--- config.mk ---
export PLATFORM = sky130hd
export DESIGN_NAME = wt_mem_req_arbiter
export DESIGN_NICKNAME = d
export VERILOG_FILES = /design/src/rtl/wt_mem_req_arbiter.sv
export SDC_FILE = /design/constraint.sdc
export NUM_CORES = 1
export LEC_CHECK = 0
export BUFFER_PORTS_ARGS = -buffer_cell sky130_fd_sc_hd__buf_2
export CORE_AREA = 4 4 354 356
export CTS_BUF_LIST = sky130_fd_sc_hd__clkbuf_16
export DETAILED_ROUTE_END_ITERATION = 7
export DIE_AREA = 0 0 358 360
export PLACE_DENSITY_LB_ADDON = 0.15
export RECOVER_POWER = 50
export SLEW_MARGIN = 5
export SYNTH_ARGS = -nofsm -noshare
export SYNTH_HDL_FRONTEND = slang
export SYNTH_SLANG_ARGS = --single-unit
--- constraint.sdc ---
create_clock -name clk_i -period 6.6 [get_ports clk_i]
set_clock_uncertainty 0.1 [all_clocks]
set_input_delay 1.98 -clock clk_i [delete_from_list [all_inputs] [get_ports clk_i]]
set_output_delay 1.98 -clock clk_i [all_outputs]
set_load 0.005 [all_outputs]
--- src/rtl/wt_mem_req_arbiter.sv ---
// wt_mem_req_arbiter
// Merges the write-through I$ and D$ memory request streams into a single
// registered valid/ready request channel and routes memory returns back to
// the originating cache by transaction ID. Per-source outstanding counters
// apply backpressure and drive the busy indication.
//
// Optional feature macro: WT_ARB_DCACHE_PRIO_EN
//   undefined : round-robin between I$ and D$ (I$ wins the first tie)
//   defined   : fixed priority, D$ wins whenever it is eligible
//
// Ports:
//   clk_i, rst_ni            clock, synchronous active-low reset
//   icache_data_req_i/ack_o  I$ request (held until ack) / single-cycle ack
//   icache_data_i, _tid_i    I$ request payload and ID
//   dcache_data_req_i/ack_o  D$ request (held until ack) / single-cycle ack
//   dcache_data_i, _tid_i    D$ request payload and ID
//   mem_req_*                registered outgoing request (valid/ready)
//   mem_req_src_o            0 = I$, 1 = D$
//   mem_rtrn_vld_i/tid_i/i   memory return (always accepted)
//   icache/dcache_rtrn_vld_o registered return valids, one cycle latency
//   rtrn_o                   registered return payload shared by both caches
//   busy_o                   transaction outstanding or output register full
//   err_o                    sticky: return for a source with zero outstanding
module wt_mem_req_arbiter #(
    parameter int unsigned PayloadWidth   = 128,
    parameter int unsigned RtrnWidth      = 256,
    parameter int unsigned TidWidth       = 4,
    parameter int unsigned IcacheTxId     = 0,
    parameter int unsigned MaxOutstanding = 4
) (
    input  logic                    clk_i,
    input  logic                    rst_ni,

    input  logic                    icache_data_req_i,
    output logic                    icache_data_ack_o,
    input  logic [PayloadWidth-1:0] icache_data_i,
    input  logic [TidWidth-1:0]     icache_tid_i,

    input  logic                    dcache_data_req_i,
    output logic                    dcache_data_ack_o,
    input  logic [PayloadWidth-1:0] dcache_data_i,
    input  logic [TidWidth-1:0]     dcache_tid_i,

    output logic                    mem_req_valid_o,
    input  logic                    mem_req_ready_i,
    output logic [PayloadWidth-1:0] mem_req_data_o,
    output logic [TidWidth-1:0]     mem_req_tid_o,
    output logic                    mem_req_src_o,

    input  logic                    mem_rtrn_vld_i,
    input  logic [TidWidth-1:0]     mem_rtrn_tid_i,
    input  logic [RtrnWidth-1:0]    mem_rtrn_i,

    output logic                    icache_rtrn_vld_o,
    output logic                    dcache_rtrn_vld_o,
    output logic [RtrnWidth-1:0]    rtrn_o,

    output logic                    busy_o,
    output logic                    err_o
);

    localparam int unsigned CntWidth = $clog2(MaxOutstanding + 1);
    localparam logic [CntWidth-1:0] CntMax    = CntWidth'(MaxOutstanding);
    localparam logic [CntWidth-1:0] CntZero   = CntWidth'(0);
    localparam logic [CntWidth-1:0] CntOne    = CntWidth'(1);
    localparam logic [TidWidth-1:0] IcacheTid = TidWidth'(IcacheTxId);

    logic [CntWidth-1:0] icache_cnt_q;
    logic [CntWidth-1:0] dcache_cnt_q;

    logic icache_elig;
    logic dcache_elig;
    logic can_load;
    logic grant_icache;
    logic grant_dcache;
    logic rtrn_to_icache;
    logic rtrn_to_dcache;
    logic err_set;

`ifndef WT_ARB_DCACHE_PRIO_EN
    // 1 = D$ was granted last, so I$ wins the next tie
    logic rr_last_dcache_q;
`endif

    // Saturating up/down counter step; simultaneous inc/dec cancels
    function automatic logic [CntWidth-1:0] cnt_next(
        input logic [CntWidth-1:0] cnt,
        input logic                inc,
        input logic                dec
    );
        logic [CntWidth-1:0] res;
        res = cnt;
        if (inc && !dec) begin
            res = cnt + CntOne;
        end else if (dec && !inc && (cnt != CntZero)) begin
            res = cnt - CntOne;
        end
        return res;
    endfunction

    // Arbitration and return classification
    always_comb begin
        icache_elig  = icache_data_req_i && (icache_cnt_q < CntMax);
        dcache_elig  = dcache_data_req_i && (dcache_cnt_q < CntMax);
        // Register loads when empty or when draining this very cycle
        can_load     = rst_ni && (!mem_req_valid_o || mem_req_ready_i);
        grant_icache = 1'b0;
        grant_dcache = 1'b0;
`ifdef WT_ARB_DCACHE_PRIO_EN
        grant_dcache = can_load && dcache_elig;
        grant_icache = can_load && icache_elig && !dcache_elig;
`else
        grant_icache = can_load && icache_elig && (!dcache_elig || rr_last_dcache_q);
        grant_dcache = can_load && dcache_elig && (!icache_elig || !rr_last_dcache_q);
`endif
        rtrn_to_icache = mem_rtrn_vld_i && (mem_rtrn_tid_i == IcacheTid);
        rtrn_to_dcache = mem_rtrn_vld_i && (mem_rtrn_tid_i != IcacheTid);
        err_set = (rtrn_to_icache && (icache_cnt_q == CntZero)) ||
                  (rtrn_to_dcache && (dcache_cnt_q == CntZero));
    end

    assign icache_data_ack_o = grant_icache;
    assign dcache_data_ack_o = grant_dcache;

    assign busy_o = (icache_cnt_q != CntZero) || (dcache_cnt_q != CntZero) || mem_req_valid_o;

    // Control state: valids, counters, error flag, arbitration pointer
    always_ff @(posedge clk_i) begin
        if (!rst_ni) begin
            mem_req_valid_o   <= 1'b0;
            icache_cnt_q      <= CntZero;
            dcache_cnt_q      <= CntZero;
            icache_rtrn_vld_o <= 1'b0;
            dcache_rtrn_vld_o <= 1'b0;
            err_o             <= 1'b0;
`ifndef WT_ARB_DCACHE_PRIO_EN
            rr_last_dcache_q  <= 1'b1;
`endif
        end else begin
            if (grant_icache || grant_dcache) begin
                mem_req_valid_o <= 1'b1;
            end else if (mem_req_ready_i) begin
                mem_req_valid_o <= 1'b0;
            end
            icache_cnt_q      <= cnt_next(icache_cnt_q, grant_icache, rtrn_to_icache);
            dcache_cnt_q      <= cnt_next(dcache_cnt_q, grant_dcache, rtrn_to_dcache);
            icache_rtrn_vld_o <= rtrn_to_icache;
            dcache_rtrn_vld_o <= rtrn_to_dcache;
            if (err_set) begin
                err_o <= 1'b1;
            end
`ifndef WT_ARB_DCACHE_PRIO_EN
            if (grant_icache) begin
                rr_last_dcache_q <= 1'b0;
            end else if (grant_dcache) begin
                rr_last_dcache_q <= 1'b1;
            end
`endif
        end
    end

    // Datapath registers carry no reset; they are qualified by the valids
    always_ff @(posedge clk_i) begin
        if (grant_icache) begin
            mem_req_data_o <= icache_data_i;
            mem_req_tid_o  <= icache_tid_i;
            mem_req_src_o  <= 1'b0;
        end else if (grant_dcache) begin
            mem_req_data_o <= dcache_data_i;
            mem_req_tid_o  <= dcache_tid_i;
            mem_req_src_o  <= 1'b1;
        end
        if (mem_rtrn_vld_i) begin
            rtrn_o <= mem_rtrn_i;
        end
    end

`ifndef SYNTHESIS
    // A request seen without ack must still be present next cycle
    logic icache_wait_q;
    logic dcache_wait_q;

    always_ff @(posedge clk_i) begin
        if (!rst_ni) begin
            icache_wait_q <= 1'b0;
            dcache_wait_q <= 1'b0;
        end else begin
            a_icache_req_hold: assert (!(icache_wait_q && !icache_data_req_i))
                else $error("icache request dropped before ack");
            a_dcache_req_hold: assert (!(dcache_wait_q && !dcache_data_req_i))
                else $error("dcache request dropped before ack");
            icache_wait_q <= icache_data_req_i && !icache_data_ack_o;
            dcache_wait_q <= dcache_data_req_i && !dcache_data_ack_o;
        end
    end
`endif

endmodule

==> metrics, run 1 <==
total setup buffers inserted after CTS=0; First DRT Iteration DRCs=514; Post-Syn Instances=889; DIE AREA=129000 um2; vias per cell=3.12; largest family of logic cells by synthesized area=simple AND/OR/NAND/NOR gates; crit-path max FO=16; Clock Tree Buf Depth=3; Critical Path AT=3.60 ns; post-synthesis register bit count=400; drt pass-1 iters=4; sequential fraction of the synthesis area=0.848; Syn Area/Cell=15.8 um2; CTS Sinks=400; crit end category=primary output; post-layout min period=5.68 ns; die height=360 um; RSZ-0062 raised after global routing=false; failing checks=max-capacitance violations, max-slew violations; yosys warns=0; Nets=2380; period utilisation layout=0.861; post-cts resize count=0; final core utilization=0.183; XOR/XNOR share of the synthesized area=0.00125; clk_lat worst skew=0.64 ns; Post-Synth Simple-Gate Area=0.122; most frequent cell after synthesis=nand2_1; total grt overflow=0; P&R area growth vs syn=59.1%; Yosys top cell area share=0.831; Routability Congestion=0.819; Compound-Gate Fraction of Synth Area=0.00660; num rows=128; Total Wirelength=73100 um; PwrDens=313 nW/um2; Avg WL per Cell=20.7 um; Final Hold Violating Endpoints=0; GRT Resource Usage Total=0.107; WP buf/inv=4; port buffer count=925; initial antenna violation count=40; CTS H-tree lvls=2; mapped cell area=14000 um2; top post-synthesis cells by area=edfxtp_1 83%, nand2_1 11%, dfxtp_1 1.7%, buf_2 0.64%, mux2i_1 0.57%; DP HPWL=59300 um; Root Buffer Master=clkbuf_16; Worst-path clk slew=0.05 ns; share of layout cells above drive strength 1=0.517; Worst VDD drop=0.000162 V; largest net degree at the start of global routing=128; TNS Setup=0 ns; kind of cell adding the most delay to the critical path=buffers and inverters; io pins=926; Most Frequent Cell on Critical Path=inv_1; Top FF cell, synth=edfxtp_1; vias in the first global route=11900; Setup CP Type=in2out; via count=11000; global-route wire length before repair=96200 um; relative slew slack=-1.26; CTS buffer count=53; Netlist cell types=35; Setup Viol. Count Final=0; Slew Limit Fails=210; Critical Path Max Stage Delay=0.51 ns; slowest cell on the critical path=clkbuf_1; DRC Markers=0; Initial Util=0.115; Yosys top cell by area=edfxtp_1; worst hold path class=reg2reg; antenna-violating nets left=0; leading cell types by count after synthesis=410 x nand2_1, 388 x edfxtp_1, 18 x buf_2; number of synthesized flops with an enable pin=388; Core ar.=122000 um2; worst path required time=4.52 ns; CP cell instances=clkbuf_1, inv_1, nand4bb_1, inv_1, buf_2; Slew @ Worst Pin=3.39 ns; Lkg Pwr=9.69 nW; nature of the critical path startpoint=primary input; post-synthesis mux area share=0.00678; reg2reg setup slack=3.44 ns; outcome=finished, violations left; Post-Synth Adder-Cell Area=0.00285; Die Width=358 um; CTS tree=built; fmax=176 MHz; ys async rst share=0; Hold-fix buffers, CTS=0; syn_nets=1421; maxcap violations=3
-- metrics by stage --
stage | std cells | area, um2 | hold WS (ns) | power (mW) | setup WS (ns)
finish | 3531 | 22300 | 0.374 | 6.97 | 0.917
global route | 3519 | 22300 | 0.391 | 7.36 | 0.712
CTS | 3516 | 22400 | 0.370 | 7.20 | 1.29
detailed placement | 3418 | 20600 | 0.355 | 4.18 | 1.29
global placement | 3418 | 20600 | 0.358 | 4.18 | 1.31
floorplan | 889 | 14000 | 0.360 | 3.50 | 0.508
-- placed cells by master, fill, tap and decap left out, types with 6 or more instances in the layout --
master,instances
buf_2,890
nand2_1,409
edfxtp_1,388
clkbuf_16,53
clkbuf_1,36
clkinv_1,16
diode_2,15
dfxtp_1,12
inv_1,11
mux2i_1,8
clkinv_2,7
bufinv_16,6
buf_4,6
-- cells by family after synthesis --
| logic type | Yosys count |
|---|---|
| buffers and inverters | 34 |
| and+or+nand+nor | 434 |
| xor gates and xnor gates | 2 |
| DFF | 400 |
| muxes | 9 |
| AOI/OAI and AO/OA | 8 |
| adders and majority gates | 2 |
-- power by group --
group          total (mW)  internal, mW  switching, mW
combinational       0.870         0.350          0.521
clock                2.91          1.70           1.21
sequential           3.20          3.10         0.0920
total                6.97          5.15           1.82
-- flip-flops by register name (all words and copies together), names as in the netlist --
register and count:
rr_last_dcache_q 1, mem_req_data_o 128, icache_cnt_q 3, mem_req_tid_o 4, mem_req_valid_o 1, err_o 1, rtrn_o 256, icache_rtrn_vld_o 1
dcache_rtrn_vld_o 1, mem_req_src_o 1, dcache_cnt_q 3
-- layout make-up --
type                    count  area [um2]
multi-input cells         455        1910
repair buffers            935        4670
fillers                 13600       99400
inverters                   3        16.3
flip-flops and latches    400       11900
diodes                     15        37.5
clock buffers              53        1330
well taps                1625        2030
clock inverters            45         420
-- per-layer routing --
metal  global-route usage  part of all wire
met5                    0            0.0027
met4               0.0270             0.022
met3               0.0559              0.14
met2                0.195              0.51
met1                0.107              0.33
-- worst reg2reg max path, stage by stage, from the launching register on --
cell and delay [ns]:
dfxtp_1 0.36, nand2b_4 0.16, o2111ai_1 0.38, buf_4 0.75
nand2_4 0.50, buf_12 0.33
-- final timing paths --
| path | start | end | cells past startpoint |
|---|---|---|---|
| worst max register to register | dcache_cnt_q[2]$_SDFFE_PN0P_ | mem_req_data_o[81]$_DFFE_PP_ | 5 |
| worst max-delay path | rst_ni | dcache_data_ack_o | 5 |
| worst min register to register | mem_req_src_o$_SDFFE_PN0P_ | mem_req_src_o$_SDFFE_PN0P_ | 1 |
| worst min-delay path | mem_req_src_o$_SDFFE_PN0P_ | mem_req_src_o$_SDFFE_PN0P_ | 1 |
Power figures use the tool's default switching activity.
==> inputs of run 2 (changes only) <==
--- a/config.mk
+++ b/config.mk
@@ -10,7 +10,6 @@
 export CTS_BUF_LIST = sky130_fd_sc_hd__clkbuf_16
 export DETAILED_ROUTE_END_ITERATION = 7
 export DIE_AREA = 0 0 358 360
-export PLACE_DENSITY_LB_ADDON = 0.15
 export RECOVER_POWER = 50
 export SLEW_MARGIN = 5
 export SYNTH_ARGS = -nofsm -noshare
==> run 2 against run 1 <==
Net effect:
- the run still ends with max-capacitance violations, max-slew violations left
- first-iteration DRC count increased by 14%
- critical path depth unchanged
- die area unchanged
- power decreased by 1.6%
- final cell count about the same
- via count increased by 0.72%
- non-clock buffer count unchanged
- fmax increased by 1.8%
- critical path type unchanged
- largest cell class unchanged
- largest power group unchanged
==> metrics, run 2 (synthesis gave the netlist of run 1 again) <==
reg2reg path depth=5 (unchanged); placed cells=3418 (unchanged); worst hold path class=reg2reg (unchanged); share of layout cells above drive strength 1=0.524 (was 0.517); global-route wire length before repair=112000 um (was 96200 um); commonest non-fill, non-tap cells in the layout=899 x buf_2, 409 x nand2_1, 388 x edfxtp_1 (was 890 x buf_2, 409 x nand2_1, 388 x edfxtp_1); vias in the first global route=11100 (was 11900); Slew Limit Fails=218 (was 210); Finished Layout Cells=3529 (was 3531); final core utilization=0.182 (was 0.183); max reg flops=256 (unchanged); leading cell type in the layout, fill and taps excluded=buf_2 (unchanged); post-cts resize count=0 (unchanged); relative slew slack=-1.30 (was -1.26); initial antenna violation count=81 (was 40); port buffer count=925 (unchanged); post-layout min period=5.58 ns (was 5.68 ns); CTS Sinks=400 (unchanged); fmax=179 MHz (was 176 MHz); nature of the critical path startpoint=primary input (unchanged); kind of cell adding the most delay to the critical path=buffers and inverters (unchanged); outcome=finished, violations left (unchanged); met3 Track Usage GR=0.0652 (was 0.0559); Final Hold Violating Endpoints=0 (unchanged); worst hold start=mem_req_src_o$_SDFFE_PN0P_ (unchanged); via count=11100 (was 11000); RSZ-0062 raised after global routing=false (unchanged); Avg WL per Cell=25.8 um (was 20.7 um); Setup Viol. Count Final=0 (unchanged); largest registers=rtrn_o x256, mem_req_data_o x128, mem_req_tid_o x4 (unchanged); First DRT Iteration DRCs=585 (was 514); TNS Setup=0 ns (unchanged); Hold-fix buffers, CTS=0 (unchanged); total setup buffers inserted after CTS=0 (unchanged); antenna-violating nets left=0 (unchanged); Critical Path AT=3.50 ns (was 3.60 ns); RR Endpoint=mem_req_data_o[55]$_DFFE_PP_ (was mem_req_data_o[81]$_DFFE_PP_); GRT Resource Usage Total=0.134 (was 0.107); Total Wirelength=91200 um (was 73100 um); CP cell instances=clkbuf_1, inv_1, nand4bb_1, inv_1, buf_2 (unchanged); DRC Markers=0 (unchanged); slowest cell on the critical path=clkbuf_1 (unchanged); maxcap violations=4 (was 3); Routability Congestion=0.747 (was 0.819); die height=360 um (unchanged); DP HPWL=79400 um (was 59300 um); Lkg Pwr=9.64 nW (was 9.69 nW); Most Frequent Cell on Critical Path=inv_1 (unchanged); clk_lat worst skew=0.60 ns (was 0.64 ns); crit-path max FO=16 (unchanged); Initial Util=0.115 (unchanged); Worst VDD drop=0.000179 V (was 0.000162 V); crit end category=primary output (unchanged); Root Buffer Master=clkbuf_16 (unchanged); vias per cell=3.15 (was 3.12); CTS tree=built (unchanged); grt peak-use layer=met2 (unchanged); Core ar.=122000 um2 (unchanged); DIE AREA=129000 um2 (unchanged); met1 Use GR=0.152 (was 0.107); CTS buffer count=50 (was 53); reg2reg setup slack=3.19 ns (was 3.44 ns); failing checks=max-capacitance violations, max-slew violations (unchanged); Die Width=358 um (unchanged); WP buf/inv=4 (unchanged); Hold Path Sink=mem_req_src_o$_SDFFE_PN0P_ (unchanged); Setup CP Type=in2out (unchanged); Slew @ Worst Pin=3.46 ns (was 3.39 ns); Biggest register=rtrn_o (unchanged); Crit Reg-Reg Startpoint=dcache_cnt_q[2]$_SDFFE_PN0P_ (unchanged); CTS H-tree lvls=2 (unchanged); Hold Crit Depth=1 (unchanged); Worst-path clk slew=0.06 ns (was 0.05 ns); drt pass-1 iters=5 (was 4); io pins=926 (unchanged); P&R area growth vs syn=58.0% (was 59.1%); Critical Path Max Stage Delay=0.48 ns (was 0.51 ns); Nets=2377 (was 2380); largest net degree at the start of global routing=90 (was 128); total grt overflow=0 (unchanged); Clock Tree Buf Depth=3 (unchanged); worst path required time=4.52 ns (about the same); num rows=128 (unchanged); period utilisation layout=0.846 (was 0.861); grt met2 use=0.232 (was 0.195); PwrDens=310 nW/um2 (was 313 nW/um2)
==> run 2: cell types whose count changed in the layout (fill, tap and decap cells not counted), sizes merged <==
cell      before  now
clkinvlp       3    5
bufinv         6    4
clkinv        25   22
buf          898  906
diode         15   19
clkbuf        90   79
==> run 2: per-stage QoR <==
step	instance area (um2)	power (mW)	worst slack (ns)	hold slack [ns]
2_1_floorplan	14000	3.50	0.508	0.360
3_3_place_gp	20600	4.28	1.36	0.347
3_5_place_dp	20600	4.30	1.36	0.390
4_1_cts	22200	7.06	1.36	0.406
5_1_grt	22100	7.23	0.849	0.429
6_report	22200	6.86	1.02	0.396
==> run 2: worst max path at each step <==
stage | start | to | slack [ns] | cells past startpoint
floorplan | mem_req_ready_i | mem_req_data_o[0]$_DFFE_PP_ | 0.51 | 5
global placement | rst_ni | dcache_data_ack_o | 1.36 | 5
detailed placement | rst_ni | dcache_data_ack_o | 1.36 | 5
CTS | rst_ni | dcache_data_ack_o | 1.36 | 5
global route | rst_ni | dcache_data_ack_o | 0.85 | 5
finish | rst_ni | dcache_data_ack_o | 1.02 | 5
==> run 2: layout make-up <==
type / instances / area, um2
fillers: 13500 / 99600
flip-flops and latches: 400 / 11900
repair buffers: 935 / 4670
well taps: 1625 / 2030
multi-input cells: 455 / 1910
clock buffers: 50 / 1250
clock inverters: 42 / 338
diodes: 19 / 47.5
inverters: 3 / 12.5
==> run 2: layer usage <==
metal	share of wire	vias to the layer above	routed length [um]
met5	0.0016	-	142
met4	0.016	22	1440
met3	0.12	109	11100
met2	0.49	685	44300
li1	-	5058	-
met1	0.38	5239	34300
==> run 2: where the power goes <==
| group | internal, mW | switching [mW] |
|---|---|---|
| clock network | 1.54 | 1.14 |
| registers | 3.10 | 0.0874 |
| logic | 0.348 | 0.642 |
==> inputs of run 3 (changes only) <==
--- a/config.mk
+++ b/config.mk
@@ -5,11 +5,12 @@
 export SDC_FILE = /design/constraint.sdc
 export NUM_CORES = 1
 export LEC_CHECK = 0
+export ABC_AREA = 1
 export BUFFER_PORTS_ARGS = -buffer_cell sky130_fd_sc_hd__buf_2
-export CORE_AREA = 4 4 354 356
+export CORE_AREA = 4 4 363 365
 export CTS_BUF_LIST = sky130_fd_sc_hd__clkbuf_16
 export DETAILED_ROUTE_END_ITERATION = 7
-export DIE_AREA = 0 0 358 360
+export DIE_AREA = 0 0 367 369
 export RECOVER_POWER = 50
 export SLEW_MARGIN = 5
 export SYNTH_ARGS = -nofsm -noshare
==> constraint.sdc (replaced) <==
create_clock -name clk_i -period 4.6 [get_ports clk_i]
set_clock_uncertainty 0.1 [all_clocks]
set_input_delay 1.38 -clock clk_i [delete_from_list [all_inputs] [get_ports clk_i]]
set_output_delay 1.38 -clock clk_i [all_outputs]
set_load 0.005 [all_outputs]
==> run 3 against run 2 <==
Net effect:
- the run still ends with max-capacitance violations, max-slew violations left
- setup slack worse by 0.63 ns
- largest cell class unchanged
- routed wire length is 2.3% higher
- sequential share of layout area fell by 0.81 points
- critical path depth fell by 3
- final area grew 1.5%
- final cell count grew 2.2%
- flip-flop and latch count unchanged
- register-to-register slack worse by 2.1 ns
- via count is 2.6% higher
- synthesized cell count grew 1.7%
- clock-buffer cell count increased by 4
==> metrics, run 3 <==
dpl cell area=20700 um2 (was 20600 um2); GRT Resource Usage Total=0.130 (was 0.134); Hold-fix buffers, CTS=0 (unchanged); initial antenna violation count=91 (was 81); antenna-violating nets left=0 (unchanged); Finished Layout Cells=3608 (was 3529); CTS buffer count=54 (was 50); Slew @ Worst Pin=3.23 ns (was 3.46 ns); Combinational Power Share=0.135 (was 0.144); Power, Total=10.3 mW (was 6.86 mW); worst hold path class=reg2reg (unchanged); yosys warns=0 (unchanged); clk_lat worst skew=0.62 ns (was 0.60 ns); Biggest register=rtrn_o (unchanged); total grt overflow=0 (unchanged); slowest cell on the critical path=clkbuf_2 (was clkbuf_1); Critical Path AT=4.30 ns (was 3.50 ns); leading cell type in the layout, fill and taps excluded=buf_2 (unchanged); WP buf/inv=2 (was 4); Clk pwr share=0.422 (was 0.391); Top FF cell, synth=edfxtp_1 (unchanged); Die Width=367 um (was 358 um); post-cts resize count=0 (unchanged); Critical Path Max Stage Delay=2.23 ns (was 0.48 ns); mapped cell area=14000 um2 (about the same); Post-Syn Instances=904 (was 889); share of layout cells above drive strength 1=0.531 (was 0.524); relative slew slack=-1.16 (was -1.30); NetSw=2.76 mW (was 1.87 mW); Final Hold Violating Endpoints=0 (unchanged); final core utilization=0.175 (was 0.182); period utilisation layout=0.917; most frequent cell after synthesis=nand2_1 (unchanged); Total Wirelength=93300 um (was 91200 um); failing checks=max-capacitance violations, max-slew violations (unchanged); outcome=finished, violations left (unchanged); Root Buffer Master=clkbuf_16 (unchanged); DRC Markers=0 (unchanged); Hold Crit Depth=2 (was 1); Worst-path clk slew=0.06 ns (about the same); CTS tree=built (unchanged); via count=11400 (was 11100); PwrDens=457 nW/um2 (was 310 nW/um2); crit end category=register (was primary output); reg2reg path depth=6 (was 5); Worst VDD drop=0.000275 V (was 0.000179 V); ys async rst share=0 (unchanged); internal cell power=7.53 mW (was 4.99 mW); WP depth=2 (was 5); top post-synthesis cells by area=edfxtp_1 83%, nand2_1 11%, dfxtp_1 1.7%, buf_2 0.68%, buf_6 0.56% (was edfxtp_1 83%, nand2_1 11%, dfxtp_1 1.7%, buf_2 0.64%, mux2i_1 0.57%); port buffer count=925 (unchanged); Nets=2396 (was 2377); syn_nets=1436 (was 1421); number of synthesized flops with an enable pin=388 (unchanged); post-synthesis register bit count=400 (unchanged); CP cell instances=buf_8, clkbuf_2 (was clkbuf_1, inv_1, nand4bb_1, inv_1, buf_2); vias in the first global route=11200 (was 11100); CTS Sinks=400 (unchanged); largest net degree at the start of global routing=134 (was 90); Syn Area/Cell=15.5 um2 (was 15.8 um2); Avg WL per Cell=25.9 um (was 25.8 um); fmax=237 MHz; largest registers=rtrn_o x256, mem_req_data_o x128, mem_req_tid_o x4 (unchanged); placed cells=3483 (was 3418); switching fraction of total power=0.268 (was 0.273); kind of cell adding the most delay to the critical path=buffers and inverters (unchanged); io pins=926 (unchanged); commonest non-fill, non-tap cells in the layout=910 x buf_2, 404 x nand2_1, 388 x edfxtp_1 (was 899 x buf_2, 409 x nand2_1, 388 x edfxtp_1); Core ar.=129000 um2 (was 122000 um2); total setup buffers inserted after CTS=0 (unchanged); Clock Tree Buf Depth=3 (unchanged); drt pass-1 iters=5 (unchanged); Yosys top cell area share=0.833 (was 0.831); RSZ-0062 raised after global routing=false (unchanged); Setup Viol. Count Final=0 (unchanged); Initial Util=0.109 (was 0.115); Routability Congestion=0.783 (was 0.747); maxcap violations=5 (was 4); DIE AREA=135000 um2 (was 129000 um2); Setup CP Type=in2reg (was in2out); vias per cell=3.16 (was 3.15); First DRT Iteration DRCs=681 (was 585); die height=369 um (was 360 um); CTS H-tree lvls=2 (unchanged); Slew Limit Fails=407 (was 218); final instance area=22500 um2 (was 22200 um2); sequential fraction of the synthesis area=0.850 (was 0.848); P&R area growth vs syn=60.7% (was 58.0%); nature of the critical path startpoint=primary input (unchanged); Yosys top cell by area=edfxtp_1 (unchanged); Netlist cell types=24 (was 35); Flop pwr share=0.443 (was 0.465); worst path required time=4.68 ns (was 4.52 ns); TNS Setup=0 ns (unchanged); global-route wire length before repair=114000 um (was 112000 um); num rows=132 (was 128); max reg flops=256 (unchanged); leading cell types by count after synthesis=403 x nand2_1, 388 x edfxtp_1, 20 x nor2_1 (was 410 x nand2_1, 388 x edfxtp_1, 18 x buf_2); Lkg Pwr=9.80 nW (was 9.64 nW); crit-path max FO=116 (was 16); DP HPWL=80400 um (was 79400 um); post-layout min period=4.22 ns
-- run 3: cell count changes in the layout (fill, tap and decap cells not counted), sizes merged, moves of 7 or more --
cell	previous run	this run
inv	14	26
diode	19	26
buf	906	916
clkbuf	79	72
mux2i	8	0
nor2	4	20
-- run 3: power by group through the flow --
stage	clock (mW)	combinational [mW]	sequential, mW
after floorplan	0	0.313	4.67
after global placement	0	1.44	4.62
after detailed placement	0	1.46	4.63
after CTS	4.54	1.47	4.56
after global routing	4.68	1.52	4.59
final	4.34	1.39	4.56
-- run 3: area by class of cell --
cell class / count / area [um2]
fillers: 14300 / 106000
flip-flops and latches: 400 / 11900
well taps: 1675 / 2100
clock buffers: 54 / 1350
clock inverters: 45 / 469
repair buffers: 934 / 4700
diodes: 26 / 65.1
multi-input cells: 461 / 1870
inverters: 13 / 53.8
-- run 3: logic make-up after synthesis --
logic type      count (synthesis)  share of synthesized area
simple gates                  450                      0.125
compound gates                  9                    0.00411
buf+inv                        43                     0.0181
fa+ha+maj                       2                    0.00286
flops                         400                      0.850
-- run 3: metrics by stage --
step | setup slack (ns) | hold WS (ns)
after floorplan | 0.389 | 0.342
after detailed placement | 0.606 | 0.360
after global placement | 0.637 | 0.350
final | 0.382 | 0.365
after CTS | 0.594 | 0.376
after global routing | 0.242 | 0.412
-- run 3: routing by layer --
layer  vias to the layer above  GRT usage  routed length (um)  share of wire
li1                       5118          -                   -              -
met4                        20     0.0300                2300          0.025
met2                       709      0.221               44800           0.48
met5                         -          0                 119         0.0013
met3                       117     0.0557               11300           0.12
met1                      5433      0.153               34800           0.37
-- run 3: path summary, 6_finish.rpt --
check	startpoint	to	slack [ns]
worst max-delay path	mem_rtrn_vld_i	rtrn_o[37]$_DFFE_PP_	0.38
worst min register to register	mem_req_src_o$_SDFFE_PN0P_	mem_req_src_o$_SDFFE_PN0P_	0.36
worst max register to register	icache_cnt_q[2]$_SDFFE_PN0P_	mem_req_data_o[92]$_DFFE_PP_	1.11
worst min-delay path	mem_req_src_o$_SDFFE_PN0P_	mem_req_src_o$_SDFFE_PN0P_	0.36
